### src/rtl/pipe_hazard_ctrl.sv
// Pipeline control: stage/PC enables, RAW-hazard bubbles, fetch/decode flush, HALT drain.
// Latency: enables/bubble/flush are combinational; scoreboard, state, counters update each clk.
// Backpressure: a RAW hazard holds fetch/decode and bubbles execute; HALT drains then freezes all stages.
module pipe_hazard_ctrl #(
  parameter int NSTAGES   = 5,
  parameter int REGW      = 3,
  parameter int FWD       = 0,
  parameter int RF_BYPASS = 1
) (
  input  logic               clk,
  input  logic               rst,
  input  logic               dec_valid,
  input  logic [REGW-1:0]    dec_rs_sel,
  input  logic [REGW-1:0]    dec_rt_sel,
  input  logic               dec_rs_used,
  input  logic               dec_rt_used,
  input  logic               dec_wr_en,
  input  logic [REGW-1:0]    dec_wr_sel,
  input  logic               dec_is_load,
  input  logic               dec_halt,
  input  logic               redirect,
  output logic [NSTAGES-2:0] stage_en,
  output logic               pc_en,
  output logic               bubble,
  output logic               flush_fd,
  output logic               halted,
  output logic [15:0]        stall_cnt,
  output logic               err
);

  localparam int NSB     = NSTAGES - 2;
  localparam int HZ_LAST = NSTAGES - 3 - RF_BYPASS;

  typedef struct packed {
    logic            vld;
    logic            wr_en;
    logic [REGW-1:0] wr_sel;
    logic            is_load;
  } sb_entry_t;

  typedef enum logic [1:0] {ST_RUN, ST_DRAIN, ST_HALTED} state_t;

  // sb[0] is the execute stage, sb[NSB-1] is writeback
  sb_entry_t  sb [NSB];
  sb_entry_t  dec_entry;
  state_t     state, state_nxt;
  logic [3:0] drain_cnt, drain_cnt_nxt;
  logic       hazard, stall, in_run, redirect_ok, sb_load;

  function automatic logic src_match(input sb_entry_t e, input logic used,
                                     input logic [REGW-1:0] sel);
    return used & e.vld & e.wr_en & (e.wr_sel == sel);
  endfunction

  assign dec_entry = '{vld: 1'b1, wr_en: dec_wr_en, wr_sel: dec_wr_sel, is_load: dec_is_load};

  always_comb begin
    hazard = 1'b0;
    if (FWD == 0) begin
      for (int k = 0; k < NSB; k++) begin
        if (k <= HZ_LAST &&
            (src_match(sb[k], dec_rs_used, dec_rs_sel) ||
             src_match(sb[k], dec_rt_used, dec_rt_sel)))
          hazard = 1'b1;
      end
    end else begin
      if (sb[0].is_load &&
          (src_match(sb[0], dec_rs_used, dec_rs_sel) ||
           src_match(sb[0], dec_rt_used, dec_rt_sel)))
        hazard = 1'b1;
    end
  end

  assign in_run      = (state == ST_RUN);
  assign stall       = dec_valid & hazard & in_run;
  assign redirect_ok = dec_valid & redirect & ~stall & in_run;
  assign sb_load     = dec_valid & ~bubble & in_run;

  always_ff @(posedge clk) begin
    if (rst) begin
      state     <= ST_RUN;
      drain_cnt <= '0;
    end else begin
      state     <= state_nxt;
      drain_cnt <= drain_cnt_nxt;
    end
  end

  // the counter reaching zero means HALT has just left writeback
  always_comb begin
    state_nxt     = state;
    drain_cnt_nxt = drain_cnt;
    case (state)
      ST_RUN: begin
        if (dec_valid && dec_halt && !stall) begin
          state_nxt     = ST_DRAIN;
          drain_cnt_nxt = 4'(NSB);
        end
      end
      ST_DRAIN: begin
        drain_cnt_nxt = drain_cnt - 4'd1;
        if (drain_cnt == 4'd1)
          state_nxt = ST_HALTED;
      end
      default: ;
    endcase
  end

  always_comb begin
    stage_en = '1;
    pc_en    = 1'b1;
    bubble   = 1'b0;
    flush_fd = 1'b0;
    halted   = 1'b0;
    case (state)
      ST_RUN: begin
        if (stall) begin
          pc_en       = 1'b0;
          stage_en[0] = 1'b0;
          bubble      = 1'b1;
        end else begin
          flush_fd = redirect_ok;
        end
      end
      ST_DRAIN: begin
        pc_en       = 1'b0;
        stage_en[0] = 1'b0;
        bubble      = 1'b1;
      end
      default: begin
        stage_en = '0;
        pc_en    = 1'b0;
        halted   = 1'b1;
      end
    endcase
  end

  always_ff @(posedge clk) begin
    if (rst) begin
      for (int k = 0; k < NSB; k++)
        sb[k] <= '0;
      stall_cnt <= '0;
      err       <= 1'b0;
    end else begin
      sb[0] <= sb_load ? dec_entry : '0;
      for (int k = 1; k < NSB; k++)
        sb[k] <= sb[k-1];
      if (stall && stall_cnt != 16'hFFFF)
        stall_cnt <= stall_cnt + 16'd1;
      if ((redirect && !dec_valid) || (dec_halt && redirect))
        err <= 1'b1;
    end
  end

endmodule

### config.mk
export PLATFORM = sky130hd
export DESIGN_NAME = pipe_hazard_ctrl
export DESIGN_NICKNAME = d
export VERILOG_FILES = /design/src/rtl/pipe_hazard_ctrl.sv
export SDC_FILE = /design/constraint.sdc
export NUM_CORES = 1
export LEC_CHECK = 0
export CAP_MARGIN = 20
export CORE_MARGIN = 2
export CORE_UTILIZATION = 49
export CTS_CLUSTER_DIAMETER = 200
export DETAILED_ROUTE_END_ITERATION = 8
export PLACE_DENSITY = 0.89
export RECOVER_POWER = 50
export SETUP_SLACK_MARGIN = 0.1
export SLEW_MARGIN = 5
export SYNTH_ARGS = -nofsm -noshare
export SYNTH_HDL_FRONTEND = slang
export SYNTH_SLANG_ARGS = --single-unit
### constraint.sdc
create_clock -name clk -period 3.37 [get_ports clk]
set_clock_uncertainty 0.15 [all_clocks]
set_input_delay 0.337 -clock clk [delete_from_list [all_inputs] [get_ports clk]]
set_output_delay 0.337 -clock clk [all_outputs]
set_load 0.01 [all_outputs]
Word level (Yosys, flattened, before mapping)
Memory sizes are Yosys's and may differ from the RTL's.
Cells that the tools add are included.
{ "op_classes": {"n_eq_ne": 9, "n_reduce_logical": 15, "bitwise_logic": 24, "add_sub_neg": 2, "mux": 22} }
{ "ops": {"columns": ["operator", "n"], "rows": [
  ["two-way mux 6 bit", 4],
  ["AND 1 bit", 19],
  ["adder 16 x 1 -> 16 bit (second input constant)", 1],
  ["!= test 16 bit (second input constant)", 1],
  ["equality test 3 bit", 4],
  ["two-way mux 1 bit", 11],
  ["one-hot mux 4 bit (2 select lines)", 1],
  ["logical AND 1 bit", 5],
  ["equality test 4 x 1 -> 1 bit (second input constant)", 1],
  ["two-way mux 2 bit", 2],
  ["two-way mux 4 bit", 1],
  ["one-hot mux 2 bit (2 select lines)", 1],
  ["subtractor 4 x 1 -> 4 bit (second input constant)", 1],
  ["logical OR 1 bit", 3],
  ["two-way mux 3 bit", 1],
  ["bitwise OR 1 bit", 3],
  ["AND reduction 3 bit", 1],
  ["equality test 2 x 1 -> 1 bit (second input constant)", 1],
  ["zero test 1 bit", 2],
  ["zero test 2 bit", 1],
  ["!= test 2 x 1 -> 1 bit (second input constant)", 1],
  ["!= test 2 bit (second input constant)", 1],
  ["inverter 1 bit", 2],
  ["one-hot mux 1 bit (2 select lines)", 1],
  ["3 further kinds", 3]
]} }
{ "word_totals": {"register_bits": 23, "elab_cells": 77, "in_bits": 18, "memories": 1, "out_inout_bits": 25, "mem_bits_rw": 18} }
{ "mem_list": {"columns": ["name", "depth", "width", "read_ports", "rd_ports_with_merged_regs", "write_ports", "line_no", "rtl"], "rows": [
  ["sb", 3, 6, 2, 0, 3, "44", "sb_entry_t sb [NSB];"]
]} }

Logic depth before layout (Yosys ltp)
An unclocked memory read counts as a cell.
{ "logic_depth": {"word_depth": 16, "depth_mapped": 9, "ltp_nobuf": 7} }

Worst setup path after synthesis
Ideal clock, no wire load.
{ "synth_timing": {"path_type": "register to register", "from": "reg stall_cnt[0]", "to": "reg stall_cnt[11]", "arrival_time_ps": 2213, "t_required_ps": 3099, "period_less_slack_ps": 2484, "path_buffers": 2, "setup_slack_ps": 886, "stages_incl_launch_ff": 10, "setup_ps": 121, "path_cell_list": "dfxtp_1 -> ha_1 -> buf_4 -> nand4_1 -> or4_4 -> o2111a_2 -> nor2_4 -> buf_6 -> nor3_2 -> mux2_4"} }
{ "synth_between": {"elab_chain_len": 2, "word_cells_on_any_way": 3, "classes_between": "1 x add/sub; 1 x eq/ne; 1 x reduce/logical"} }
{ "synth_rtl": {"columns": ["element", "line_no", "rtl"], "rows": [
  ["start, declared", "27", "output logic [15:0] stall_cnt,"],
  ["start signal, assigned", "149", "stall_cnt <= stall_cnt + 16'd1;"],
  ["branches (longest 2 deep; another with adder 16 x 1 -> 16 bit)", null, null]
]} }
Parallel ways; which one is timed is not known.
A chain may end at the register's enable or synchronous reset.

Worst setup path after layout
{ "layout_timing": {"from": "in dec_rs_sel[2]", "to": "out bubble"} }
{ "layout_between": {"elab_chain_len": 9, "word_cells_on_any_way": 12, "classes_between": "2 x eq/ne; 4 x mux; 4 x bitwise; 2 x reduce/logical"} }
{ "layout_rtl": {"columns": ["element", "line_no", "rtl"], "rows": [
  ["start, declared", "13", "input logic [REGW-1:0] dec_rs_sel,"],
  ["equality test 3 bit", null, null],
  ["AND 1 bit", null, null],
  ["logical OR 1 bit", null, null],
  ["two-way mux 1 bit", "61", "if (k <= HZ_LAST &&"],
  ["two-way mux 1 bit *", "61", null],
  ["AND 1 bit * (2 in series)", "75", "assign stall = dec_valid & hazard & in_run;"],
  ["two-way mux 1 bit *", "117", "if (stall) begin"],
  ["one-hot mux 1 bit (2 select lines) *", "115", "case (state)"],
  ["end, declared", "24", "output logic bubble,"]
]} }
Every way passes the cells marked *; elsewhere a longest branch is shown, timed or not.

==> flow_metrics.py <==
metrics = {
    "worst_setup_path": {
        "crit_path_start_kind": "input port",
        "cp_max_fo": 3,
        "cp.arrival_ns": 2.59,
        "required_ns": 2.88,
        "end_kind": "output port",
        "worstSetupPathType": "input port to output port",
    },
    "synthesis": {
        "synth_top_area_frac": 0.376,
        "syn_inst": 199,
        "ys_types": 47,
        "yosys-top-cells-area": "dfxtp_1, xor2_1, a21oi_1",
        "syn_area_um2": 1760,
        "syn-num-nets": 220,
        "syn_avg_cell_area_um2": 8.84,
        "async_flop_share": 0,
        "ys_seq_area_frac": 0.376,
        "synth_edf_count": 0,
        "ys_warn_count": 0,
        "synthFlopType": "dfxtp_1",
        "yosysTopAreaCell": "dfxtp_1",
        "ys_ff_latch": 33,
    },
    "sta": {
        "setup_tns_ns": 0,
        "drv_slew": 0,
        "fin_ws_ns": 0.288,
        "rsz0062_at_grt": "no",
        "finalCriticalPeriod_ns": 3.08,
        "setup_viol": 0,
        "relSlewSlack": 0.369,
        "hold_viol_final": 0,
        "min_period_over_period": 0.914,
        "tightestPinTransition_ns": 0.946,
        "fmax_mhz": 325,
    },
    "routing": {
        "routed_wl_mm": 3.88,
        "ant_nets": 0,
        "routed.top_layer": "met4",
        "vias_per_cell": 5.42,
        "drc": 0,
        "vias": 1550,
        "drt_pass1_iterations": 4,
        "wl_per_cell_um": 13.5,
        "wl_met2_mm": 1.86,
        "route.met3.wl_um": 148,
        "wl_met1_mm": 1.81,
        "drtIter0Drc": 89,
    },
    "worst_hold_path": {
        "holdCritPathClass": "flip-flop to flip-flop",
    },
    "power_and_ir_drop": {
        "power_switching_share": 0.264,
        "p_int_mw": 0.534,
        "power_frac_seq": 0.570,
        "ir_worst_vdd_mv": 0.187,
        "pwr-share-comb": 0.138,
        "power_density_nw_per_um2": 327,
        "leakagePower_nw": 0.838,
        "p_sw_mw": 0.192,
        "clockPowerShare": 0.292,
    },
    "grt": {
        "grt_overflow": 0,
        "grt_max_degree": 24,
        "antenna_found_initial": 0,
        "grt_pass1_wl_mm": 6.56,
        "grt_usage": 0.206,
        "grt_pass1_vias": 1485,
    },
    "finish": {
        "diodes": 0,
        "nets": 260,
        "syn_to_final_growth_pct": 26.1,
        "seq_area_um2": 661,
        "n_fill_cell": 287,
        "drive_gt1_frac": 0.0917,
        "multi_input_area_um2": 1000,
    },
    "clock_tree": {
        "cts_tree": "done",
        "postCtsSetupBuffers": 0,
        "cts_hold_buf": 0,
        "clockRootBuffer": "clkbuf_4",
        "cts.clk_slew.worst_paths_ns": 0.09,
        "cts_buffer_depth": 2,
        "clock_sinks": 33,
        "htreeDepth": 2,
        "ctsResizeCount": 0,
        "clkLatencyLatePin_ns": 0.34,
        "cts_buffers": 5,
    },
    "place": {
        "port_buffers": 41,
        "dpl.hpwl_mm": 2.91,
        "pre_cts_ws_ns": 0.294,
        "finalWeightedCongestion": 0.796,
    },
    "die": {
        "start_util": 0.519,
        "die-area_um2": 4090,
        "die_y_um": 63.9,
        "pin_count": 43,
        "row_count": 21,
        "dieWidth_um": 63.9,
        "coreArea_um2": 3390,
    },
    "flow_run": {
        "maxCapViolCount": 0,
    },
    "run_status": {
        "status": "complete, no violations",
    },
}
## layout by cell type (no fill, tap or decap), types with 2 or more instances in the layout
cell / instances
o2111ai_1: 3
ha_1: 3
or3_1: 3
a21oi_1: 15
clkinv_2: 2
inv_1: 5
buf_4: 2
nand2b_1: 2
o21ai_0: 8
clkdlybuf4s50_1: 18
o31ai_1: 4
nand2_1: 15
dfxtp_1: 33
nor2_1: 16
nor4_1: 3
xor2_1: 14
nor3_1: 3
and2_1: 6
clkbuf_4: 5
nor2b_1: 9
dlygate4sd3_1: 23
or4_1: 5
clkbuf_1: 2
a211oi_1: 2
nand4_1: 6
xnor2_1: 2
nand3_1: 7
mux2_2: 2
## worst paths after layout
check | start | endpoint | slack [ns] | depth (start not counted)
max | dec_rs_sel[2] | bubble | 0.29 | 8
min | err | err | 0.33 | 2
max reg2reg | stall_cnt[0] | stall_cnt[12] | 0.79 | 7
min reg2reg | err | err | 0.33 | 2
## state kept, by name, summed over array words and instances (netlist names)
register   count
drain_cnt      4
state          2
stall_cnt     16
sb            10
err            1
## synthesized netlist by cell type (all sizes together), types with 2 or more instances
cell	number
dfxtp	33
nor2	17
a21oi	15
nand2	15
xor2	14
nor2b	9
nand3	8
o21ai	8
buf	7
and2	6
nand4	6
or4	6
inv	5
nor4	5
clkbuf	4
nor3	4
o31ai	4
ha	3
mux2	3
o2111ai	3
or3	3
a211oi	2
and4	2
nand2b	2
o2111a	2
xnor2	2
## layer usage
layer | global-route usage | vias up
li1 | - | 798
met5 | 0 | -
met1 | 0.255 | 712
met4 | 0.101 | 0
met3 | 0.0458 | 7
met2 | 0.337 | 33
## critical path, stage by stage
cell,delay [ns]
clkdlybuf4s50_1,0.46
xor2_1,0.17
nor4_1,0.51
o21ai_0,0.22
nand2_1,0.12
nand2_1,0.08
a21oi_1,0.15
clkdlybuf4s50_1,0.55
## area by class of cell
| type | count | share of cell area |
|---|---|---|
| Clock buffer | 6 | 0.0186 |
| Inverter | 5 | 0.00846 |
| Clock inverter | 2 | 0.00451 |
| Tap cell | 46 | 0.0259 |
| Multi-Input combinational cell | 150 | 0.451 |
| Timing Repair Buffer | 44 | 0.193 |
| Sequential cell | 33 | 0.298 |
## metrics by stage
step | total power [mW] | std cells | hold slack [ns] | area [µm²] | util
after floorplan | 0.480 | 199 | 0.299 | 1760 | -
after global placement | 0.520 | 278 | 0.303 | 2170 | 0.640
after detailed placement | 0.525 | 278 | 0.315 | 2170 | 0.640
after CTS | 0.732 | 286 | 0.337 | 2220 | 0.656
after global routing | 0.764 | 286 | 0.350 | 2220 | 0.654
final | 0.726 | 286 | 0.332 | 2220 | 0.654
## kinds of logic after synthesis
family,after synthesis,synth area share
multiplexers,4,0.0270
AND/OR/NAND/NOR,87,0.294
AO/OA/AOI/OAI,40,0.147
adder cells (fa/ha/maj),3,0.0213
flip-flops,33,0.376
buffers and inverters,16,0.0555
XOR/XNOR,16,0.0797
## power groups by stage
stage,sequential (mW),combinational (mW),clock [mW]
global route,0.416,0.111,0.237
CTS,0.413,0.103,0.216
global placement,0.422,0.0980,0
detailed placement,0.423,0.102,0
floorplan,0.418,0.0620,0
finish,0.414,0.100,0.212
(Power assumes the default switching activity.)
